===== config.mk =====
export PLATFORM = sky130hd
export DESIGN_NAME = max31855_spi_responder
export DESIGN_NICKNAME = d
export VERILOG_FILES = /design/src/rtl/max31855_spi_responder.sv
export SDC_FILE = /design/constraint.sdc
export NUM_CORES = 1
export LEC_CHECK = 0
export ABC_AREA = 0
export BUFFER_PORTS_ARGS = -buffer_cell sky130_fd_sc_hd__buf_2
export CORE_MARGIN = 3
export CORE_UTILIZATION = 54
export DETAILED_ROUTE_END_ITERATION = 10
export PLACE_DENSITY = 0.84
export SKIP_LAST_GASP = 1
export SYNTH_ARGS = -nofsm -noshare
export SYNTH_HDL_FRONTEND = slang
export SYNTH_SLANG_ARGS = --single-unit

===== constraint.sdc =====
create_clock -name clk -period 4.4 [get_ports clk]
set_clock_uncertainty 0.2 [all_clocks]
set_input_delay 0 -clock clk [delete_from_list [all_inputs] [get_ports clk]]
set_output_delay 0 -clock clk [all_outputs]
set_load 0.03 [all_outputs]

===== src/rtl/max31855_spi_responder.sv =====
// MAX31855-style thermocouple converter, device side of the SPI link.
// A free-running conversion timer snapshots temperatures and fault flags into
// result_q. Each chip-select frame shifts that snapshot out MSB-first on MISO.
// spi_cs_n and spi_sck are asynchronous. Each one passes through a
// three-flop chain: two flops to synchronize and a third for edge detection.
module max31855_spi_responder #(
    parameter int CONV_CYCLES = 400
) (
    input  logic        clk,
    input  logic        rst,
    input  logic [13:0] tc_temp_in,
    input  logic [11:0] junction_temp_in,
    input  logic        fault_oc,
    input  logic        fault_scg,
    input  logic        fault_scv,
    input  logic        spi_cs_n,
    input  logic        spi_sck,
    output logic        spi_miso,
    output logic        spi_miso_oe,
    output logic        result_valid,
    output logic        frame_done
);

    typedef enum logic [1:0] {IDLE, SHIFT, DONE} state_t;

    localparam int CW = (CONV_CYCLES > 2) ? $clog2(CONV_CYCLES) : 1;
    localparam logic [CW-1:0] CONV_LAST = CW'(CONV_CYCLES - 1);

    // [0] first sync flop, [1] synchronized value, [2] delayed copy for edges
    logic [2:0]    cs_sync_q, cs_sync_d;
    logic [2:0]    sck_sync_q, sck_sync_d;
    logic [CW-1:0] conv_cnt_q, conv_cnt_d;
    logic [31:0]   result_q, result_d;
    logic [31:0]   shift_q, shift_d;
    logic [5:0]    bit_cnt_q, bit_cnt_d;
    state_t        state_q, state_d;
    logic          valid_q, valid_d;
    logic          miso_q, miso_d;
    logic          oe_q, oe_d;
    logic          frame_done_q, frame_done_d;

    logic        cs_fall, cs_rise, sck_rise, sck_fall;
    logic [31:0] frame_in;

    assign cs_fall  = ~cs_sync_q[1] &  cs_sync_q[2];
    assign cs_rise  =  cs_sync_q[1] & ~cs_sync_q[2];
    assign sck_rise =  sck_sync_q[1] & ~sck_sync_q[2];
    assign sck_fall = ~sck_sync_q[1] &  sck_sync_q[2];

    assign frame_in = {tc_temp_in, 1'b0, fault_oc | fault_scg | fault_scv,
                       junction_temp_in, 1'b0, fault_scv, fault_scg, fault_oc};

    assign spi_miso     = miso_q;
    assign spi_miso_oe  = oe_q;
    assign result_valid = valid_q;
    assign frame_done   = frame_done_q;

    // Next-state logic: synchronizers, conversion timer, frame FSM, registered outputs
    always_comb begin
        cs_sync_d    = {cs_sync_q[1:0], spi_cs_n};
        sck_sync_d   = {sck_sync_q[1:0], spi_sck};
        conv_cnt_d   = conv_cnt_q;
        result_d     = result_q;
        valid_d      = valid_q;
        shift_d      = shift_q;
        bit_cnt_d    = bit_cnt_q;
        state_d      = state_q;
        frame_done_d = 1'b0;

        // The timer is gated on the delayed CS copy, so a terminal count in the
        // same cycle as a CS fall still captures. The frame being loaded in that
        // cycle takes the old result_q. The new snapshot goes out in the next frame.
        if (cs_sync_q[2]) begin
            if (conv_cnt_q == CONV_LAST) begin
                conv_cnt_d = '0;
                result_d   = frame_in;
                valid_d    = 1'b1;
            end else begin
                conv_cnt_d = conv_cnt_q + 1'b1;
            end
        end else begin
            conv_cnt_d = '0;
        end

        case (state_q)
            IDLE: begin
                if (cs_fall) begin
                    shift_d   = result_q;
                    bit_cnt_d = '0;
                    state_d   = SHIFT;
                end
            end
            SHIFT: begin
                if (cs_rise) begin
                    state_d = IDLE;
                end else if (sck_fall) begin
                    shift_d = {shift_q[30:0], 1'b0};
                end else if (sck_rise) begin
                    bit_cnt_d = bit_cnt_q + 6'd1;
                    if (bit_cnt_q == 6'd31) begin
                        state_d      = DONE;
                        frame_done_d = 1'b1;
                    end
                end
            end
            DONE: begin
                if (cs_rise) state_d = IDLE;
            end
            default: state_d = IDLE;
        endcase

        // Outputs are registered from the next state so MISO and oe land on E+2.
        oe_d   = (state_d != IDLE);
        miso_d = (state_d == SHIFT) ? shift_d[31] : 1'b0;
    end

    // State register with synchronous reset
    always_ff @(posedge clk) begin
        if (rst) begin
            cs_sync_q    <= 3'b111;
            sck_sync_q   <= 3'b000;
            conv_cnt_q   <= '0;
            result_q     <= '0;
            valid_q      <= 1'b0;
            shift_q      <= '0;
            bit_cnt_q    <= '0;
            state_q      <= IDLE;
            miso_q       <= 1'b0;
            oe_q         <= 1'b0;
            frame_done_q <= 1'b0;
        end else begin
            cs_sync_q    <= cs_sync_d;
            sck_sync_q   <= sck_sync_d;
            conv_cnt_q   <= conv_cnt_d;
            result_q     <= result_d;
            valid_q      <= valid_d;
            shift_q      <= shift_d;
            bit_cnt_q    <= bit_cnt_d;
            state_q      <= state_d;
            miso_q       <= miso_d;
            oe_q         <= oe_d;
            frame_done_q <= frame_done_d;
        end
    end

endmodule


==> flow_metrics.tcl, run 1 <==
set metrics [dict create \
    setup_tns_ns 0 \
    fin_nets 499 \
    drive_above_1_share 0.213 \
    fin_crit_ns 2.53 \
    cp-end-kind "flop" \
    vias_per_cell 5.42 \
    slew_viol_final 0 \
    cpMaxStageDelayCell "and4_1" \
    cap_violations 0 \
    status "completed" \
    cp.buffers_inverters 0 \
    yosysMostFrequentCell "dfxtp_1" \
    ios 37 \
    synthCells 412 \
    initial_core_util 0.562 \
    crit_chain "nand2b_4 -> and4_1 -> a22oi_1 -> a22oi_2" \
    core_region_area_sq_mm 0.00687 \
    hold_viol 0 \
    leakagePower_nw 1.62 \
    tightest_slew_ns 1.28 \
    grt_pass1_wl_um 13400 \
    drt_pass1_iterations 5 \
    peakVddDrop_mv 0.272 \
    grt_max_degree 78 \
    htreeDepth 3 \
    crit_type "flop to flop" \
    synth_top_cells_by_count "dfxtp_1 (89), nand2_1 (63), a21oi_1 (43)" \
    cts_root_buf "clkbuf_8" \
    path_max_fanout 30 \
    fillers 536 \
    grt_antenna_before_repair 0 \
    drt.antenna.violating_nets 0 \
    grt_util_all_layers 0.197 \
    clk_pin_slew_ns 0.08 \
    seq_area_frac_synth 0.462 \
    p_per_area_mw_per_mm2 357 \
    critPathRequiredTime_ns 4.48 \
    wirelength_um 7840 \
    regArea_sq_mm 0.00178 \
    postCtsHoldBufs 31 \
    fp.dieH_um 90.5 \
    cp_data_arrival_time_ns 2.61 \
    cts_setup_buffers 0 \
    drc_errors 0 \
    multi_input_area_sq_mm 0.00184 \
    place_area_sq_mm 0.00398 \
    critPathTopFamily "simple AND/OR/NAND/NOR gates" \
    synth_top_area_frac 0.462 \
    grt_pass1_vias 2918 \
    yosysTopAreaCell "dfxtp_1" \
    syn_to_final_growth_pct 17.4 \
    ys_ff_latch 89 \
    clock_sinks 89 \
    dp_hpwl_um 4590 \
    portBuffers 36 \
    synth-main-ff-cell "dfxtp_1" \
    rsz0062_at_grt "no" \
    gr-total-overflow 0 \
    min_path_type "input pin to flop" \
    die_area_sq_mm 0.00820 \
    cts_resized 0 \
    worstSetupStartpointType "flop" \
    clk_latency_ns 0.36 \
    syn-num-nets 447 \
    synth-edff-count 0 \
    core.rowCount 30 \
    place_congestion 0.828 \
    clockBufferDepth 2 \
    finalCritPeriodShare 0.576 \
    max_freq_mhz 395 \
    regToRegSetupSlack_ns 1.87 \
    drt_iter0_markers 267 \
    num_vias 3065 \
    setup_viol 0 \
    cts_tree "built" \
    synthTopCellsByArea "dfxtp_1 (46%), a22oi_2 (9.7%), nand2_1 (6.1%)" \
    netlist_area_sq_mm 0.00386 \
    critPathMaxStageDelay_ns 1.07 \
    yosys_warnings 0 \
    syn_avg_cell_area_sq_um 9.37 \
    wl_per_cell_um 13.9 \
    synth.distinct_cells 45 \
    slew_headroom 0.146 \
    fin_area_sq_mm 0.00453 \
    numCtsBuffers 9 \
    die_w_um 90.5 \
    synthArstFlopShare 0 \
]
-- path summary, 6_finish.rpt --
path,depth (start not counted),endpoint,start
setup / recovery,4,shift_q[8],cs_sync_q[2]
hold reg to reg,1,sck_sync_q[1],sck_sync_q[0]
hold / removal,3,sck_sync_q[0],rst
setup reg to reg,4,shift_q[8],cs_sync_q[2]
-- routing by layer --
metal / share of wire / GRT usage / vias to the layer above
met5: 0 / 0 / -
met4: 0.018 / 0.0702 / 0
met3: 0.043 / 0.0542 / 16
met2: 0.48 / 0.320 / 64
met1: 0.46 / 0.252 / 1435
li1: - / - / 1550
-- flip-flops by register name, indices dropped and copies added (netlist names), 2 cells and up --
name and cells:
bit_cnt_q 6, result_q 30, shift_q 32, sck_sync_q 3, conv_cnt_q 9, state_q 2, cs_sync_q 3
-- worst register-to-register path, cell delays in order, from the launching register on --
cell      delay [ns]
dfxtp_1         0.49
nand2b_4        0.23
and4_1          1.07
a22oi_1         0.21
a22oi_2         0.26
-- placed cells by master (no fill, tap or decap), types with 2 or more instances in the layout --
cell type and n:
nand2b_1 31, a21oi_1 43, bufinv_16 3, inv_1 6, nand2_1 63, buf_4 4
nand3b_1 2, a22oi_1 26, and3_1 3, or3_1 4, buf_2 36, dfxtp_1 89
nor2b_1 7, nand3_1 6, o21ai_0 12, and4_1 2, xor2_1 3, nor2_1 15
dlygate4sd3_1 31, a31oi_2 2, nand4_1 6, clkbuf_8 10, ha_1 2, a22oi_2 30
nor3_1 2, or2_2 7, a211oi_1 3, nor3b_4 2
-- layout make-up --
class | count | area share
inverter | 6 | 0.00497
timing repair buffer | 71 | 0.115
antenna | 1 | 0.000552
multi-input combinational | 287 | 0.406
clock buffer | 11 | 0.0312
tap | 96 | 0.0265
sequential | 89 | 0.393
clock inverter | 5 | 0.0226
-- logic make-up (layout without fill, tap and decap cells) --
| logic type | Yosys count | after routing | synth area share |
|---|---|---|---|
| simple gates | 155 | 155 | 0.208 |
| xor+xnor | 4 | 4 | 0.00908 |
| mux | 1 | 1 | 0.00259 |
| compound gates | 125 | 125 | 0.250 |
| other cells | 0 | 1 | 0 |
| buf+inv | 36 | 93 | 0.0622 |
| fa+ha+maj | 2 | 2 | 0.00648 |
| flops | 89 | 89 | 0.462 |
-- through the flow --
stage	util	setup WS [ns]	instances	hold WS (ns)	power, mW
after floorplan	-	2.72	412	-0.0962	0.921
after global placement	0.579	1.99	518	-0.0137	0.940
after detailed placement	0.579	1.92	518	-0.0134	0.943
after CTS	0.659	1.87	565	0.0674	1.63
after global routing	0.659	1.61	565	0.0968	1.68
final	0.660	1.87	566	0.0665	1.62
-- power breakdown --
group          leakage (nW)  internal (mW)  switching (mW)  total, mW
sequential            0.722          0.826          0.0155      0.842
combinational         0.780         0.0554          0.0500      0.105
clock                 0.120          0.392           0.281      0.673
Power figures use the tool's default switching activity.
==> run 2: changes to the inputs <==
--- a/config.mk
+++ b/config.mk
@@ -5,12 +5,12 @@
 export SDC_FILE = /design/constraint.sdc
 export NUM_CORES = 1
 export LEC_CHECK = 0
-export ABC_AREA = 0
+export ABC_AREA = 1
 export BUFFER_PORTS_ARGS = -buffer_cell sky130_fd_sc_hd__buf_2
 export CORE_MARGIN = 3
-export CORE_UTILIZATION = 54
+export CORE_UTILIZATION = 53
 export DETAILED_ROUTE_END_ITERATION = 10
-export PLACE_DENSITY = 0.84
+export PLACE_DENSITY = 0.85
 export SKIP_LAST_GASP = 1
 export SYNTH_ARGS = -nofsm -noshare
 export SYNTH_HDL_FRONTEND = slang
==> constraint.sdc (replaced) <==
create_clock -name clk -period 2.3 [get_ports clk]
set_clock_uncertainty 0.2 [all_clocks]
set_input_delay 0 -clock clk [delete_from_list [all_inputs] [get_ports clk]]
set_output_delay 0 -clock clk [all_outputs]
set_load 0.03 [all_outputs]
==> flow_metrics.tcl, run 2 <==
set metrics [dict create \
    htreeDepth 3 \
    synth_top_area_frac 0.445 \
    largest_register_ffs 32 \
    wirelength_um 8400 \
    slew_headroom 0.626 \
    p_per_area_mw_per_mm2 676 \
    netlist_area_sq_mm 0.00400 \
    cpMaxStageDelayCell "dfxtp_1" \
    crit_chain "nor2_1 -> nand2_2 -> nand2_1 -> nand2_2 -> buf_12 -> nand2_1 -> nand2_1 -> nor2_1" \
    critPathRequiredTime_ns 2.36 \
    core.rowCount 31 \
    core_region_area_sq_mm 0.00729 \
    seq_area_frac_synth 0.445 \
    clk_latency_ns 0.35 \
    peakVddDrop_mv 0.426 \
    drt.antenna.violating_nets 0 \
    tightest_slew_ns 0.560 \
    final_cell_mix "nand2_1 (238), nor2_1 (149), dfxtp_1 (89)" \
    status "completed" \
    die_w_um 92.9 \
    die_area_sq_mm 0.00863 \
    clockBufferDepth 2 \
    portBuffers 36 \
    worstSetupStartpointType "flop" \
    num_vias 3736 \
    critPathMaxStageDelay_ns 0.44 \
    place_congestion 0.891 \
    crit_type "flop to flop" \
    dp_hpwl_um 5070 \
    postCtsHoldBufs 34 \
    drive_above_1_share 0.102 \
    busiest_layer "met2" \
    slew_viol_final 0 \
    syn_avg_cell_area_sq_um 6.28 \
    cts_root_buf "clkbuf_8" \
    n_antenna_cell 0 \
    synth_top_cells_by_count "nand2_1 (238), nor2_1 (149), dfxtp_1 (89)" \
    grt_pass1_wl_um 14300 \
    max_freq_mhz 549 \
    globalRouteMet3Util 0.0552 \
    fillers 662 \
    yosysTopAreaCell "dfxtp_1" \
    synthArstFlopShare 0 \
    multi_input_area_sq_mm 0.00176 \
    min_path_type "input pin to flop" \
    wl_per_cell_um 10.4 \
    cts_resized 0 \
    cp_data_arrival_time_ns 1.88 \
    grt_util_all_layers 0.204 \
    finalCritPeriodShare 0.792 \
    path_common_cell "nand2_1" \
    mostFrequentLayoutCell "nand2_1" \
    setup_viol 0 \
    leakagePower_nw 2.56 \
    grtUsageMet2 0.356 \
    drc_errors 0 \
    synth-edff-count 0 \
    grt_max_degree 42 \
    gr-total-overflow 0 \
    reg_top3 "shift_q: 32 flops, result_q: 30 flops, conv_cnt_q: 9 flops" \
    cts_tree "built" \
    path_max_fanout 39 \
    initial_core_util 0.549 \
    yosys_warnings 0 \
    top_register "shift_q" \
    clock_sinks 89 \
    rsz0062_at_grt "no" \
    synthCells 638 \
    grt_antenna_before_repair 0 \
    ys_ff_latch 89 \
    fp.dieH_um 92.9 \
    drt_pass1_iterations 5 \
    final_core_util 0.664 \
    regArea_sq_mm 0.00178 \
    vias_per_cell 4.64 \
    synth-main-ff-cell "dfxtp_1" \
    hold_viol 0 \
    met1_usage 0.237 \
    ios 37 \
    drt_iter0_markers 207 \
    clk_pin_slew_ns 0.09 \
    fin_nets 736 \
    cp-end-kind "flop" \
    fin_crit_ns 1.82 \
    yosysMostFrequentCell "nand2_1" \
    synthTopCellsByArea "dfxtp_1 (45%), nand2_1 (22%), nor2_1 (14%)" \
    cap_violations 0 \
    setup_tns_ns 0 \
    syn_to_final_growth_pct 20.8 \
    grt_pass1_vias 3430 \
    syn-num-nets 673 \
    numCtsBuffers 9 \
    cts_setup_buffers 0 \
    synth.distinct_cells 25 \
]
run 2: cell count changes in the layout (fill, tap and decap cells not counted), moves of 30 or more:
cell	delta
nand2_1	+175
a21oi_1	-33
inv_1	+77
a22oi_2	-30
nor2_1	+134
nand2b_1	-31
run 2: final timing paths:
| check | cells after the start | startpoint | slack, ns | end |
|---|---|---|---|---|
| setup / recovery | 8 | state_q[1] | 0.48 | shift_q[7] |
| hold / removal | 4 | tc_temp_in[10] | 0.20 | result_q[28] |
| setup reg to reg | 8 | state_q[1] | 0.48 | shift_q[7] |
| hold reg to reg | 2 | sck_sync_q[0] | 0.22 | sck_sync_q[1] |
run 2: final cells by class:
type                    instances  area share
flip-flops and latches         89       0.368
clock inverters                 6      0.0269
clock buffers                  10      0.0264
inverters                      87      0.0675
well taps                      99      0.0256
repair buffers                 78       0.123
multi-input cells             436       0.363
run 2: cells by family after synthesis:
| logic type | after synthesis | share of synthesized area |
|---|---|---|
| DFF | 89 | 0.445 |
| buffers and inverters | 113 | 0.117 |
| adders and majority gates | 2 | 0.00625 |
| xor gates and xnor gates | 4 | 0.00875 |
| and+or+nand+nor | 415 | 0.404 |
| AOI/OAI and AO/OA | 15 | 0.0194 |
run 2: worst max-delay path, delay by kind of cell (launching register included):
kind,cells,cell delay [ns]
simple gates,7,0.83
flops,1,0.44
buf+inv,1,0.25
run 2: metrics by stage:
step                      instances  instance area (sq um)  setup WS, ns  power (mW)  hold slack, ns
after floorplan                 638                   4000         0.717        1.83         -0.0962
after global placement          755                   4240         0.544        1.88         -0.0100
after detailed placement        755                   4240         0.513        1.90        -0.00857
after CTS                       805                   4840         0.481        3.30           0.181
after global routing            805                   4840         0.316        3.40           0.204
final                           805                   4840         0.479        3.27           0.203
run 2: metal layers:
metal	wire length, um	vias to the layer above
met5	0	-
met4	150	0
met3	373	18
met2	4250	75
met1	3630	1664
li1	-	1979
run 2: power breakdown:
part	leakage, nW	internal (mW)	switching, mW
clock network	0.130	0.828	0.532
logic	1.70	0.130	0.158
registers	0.723	1.59	0.0286
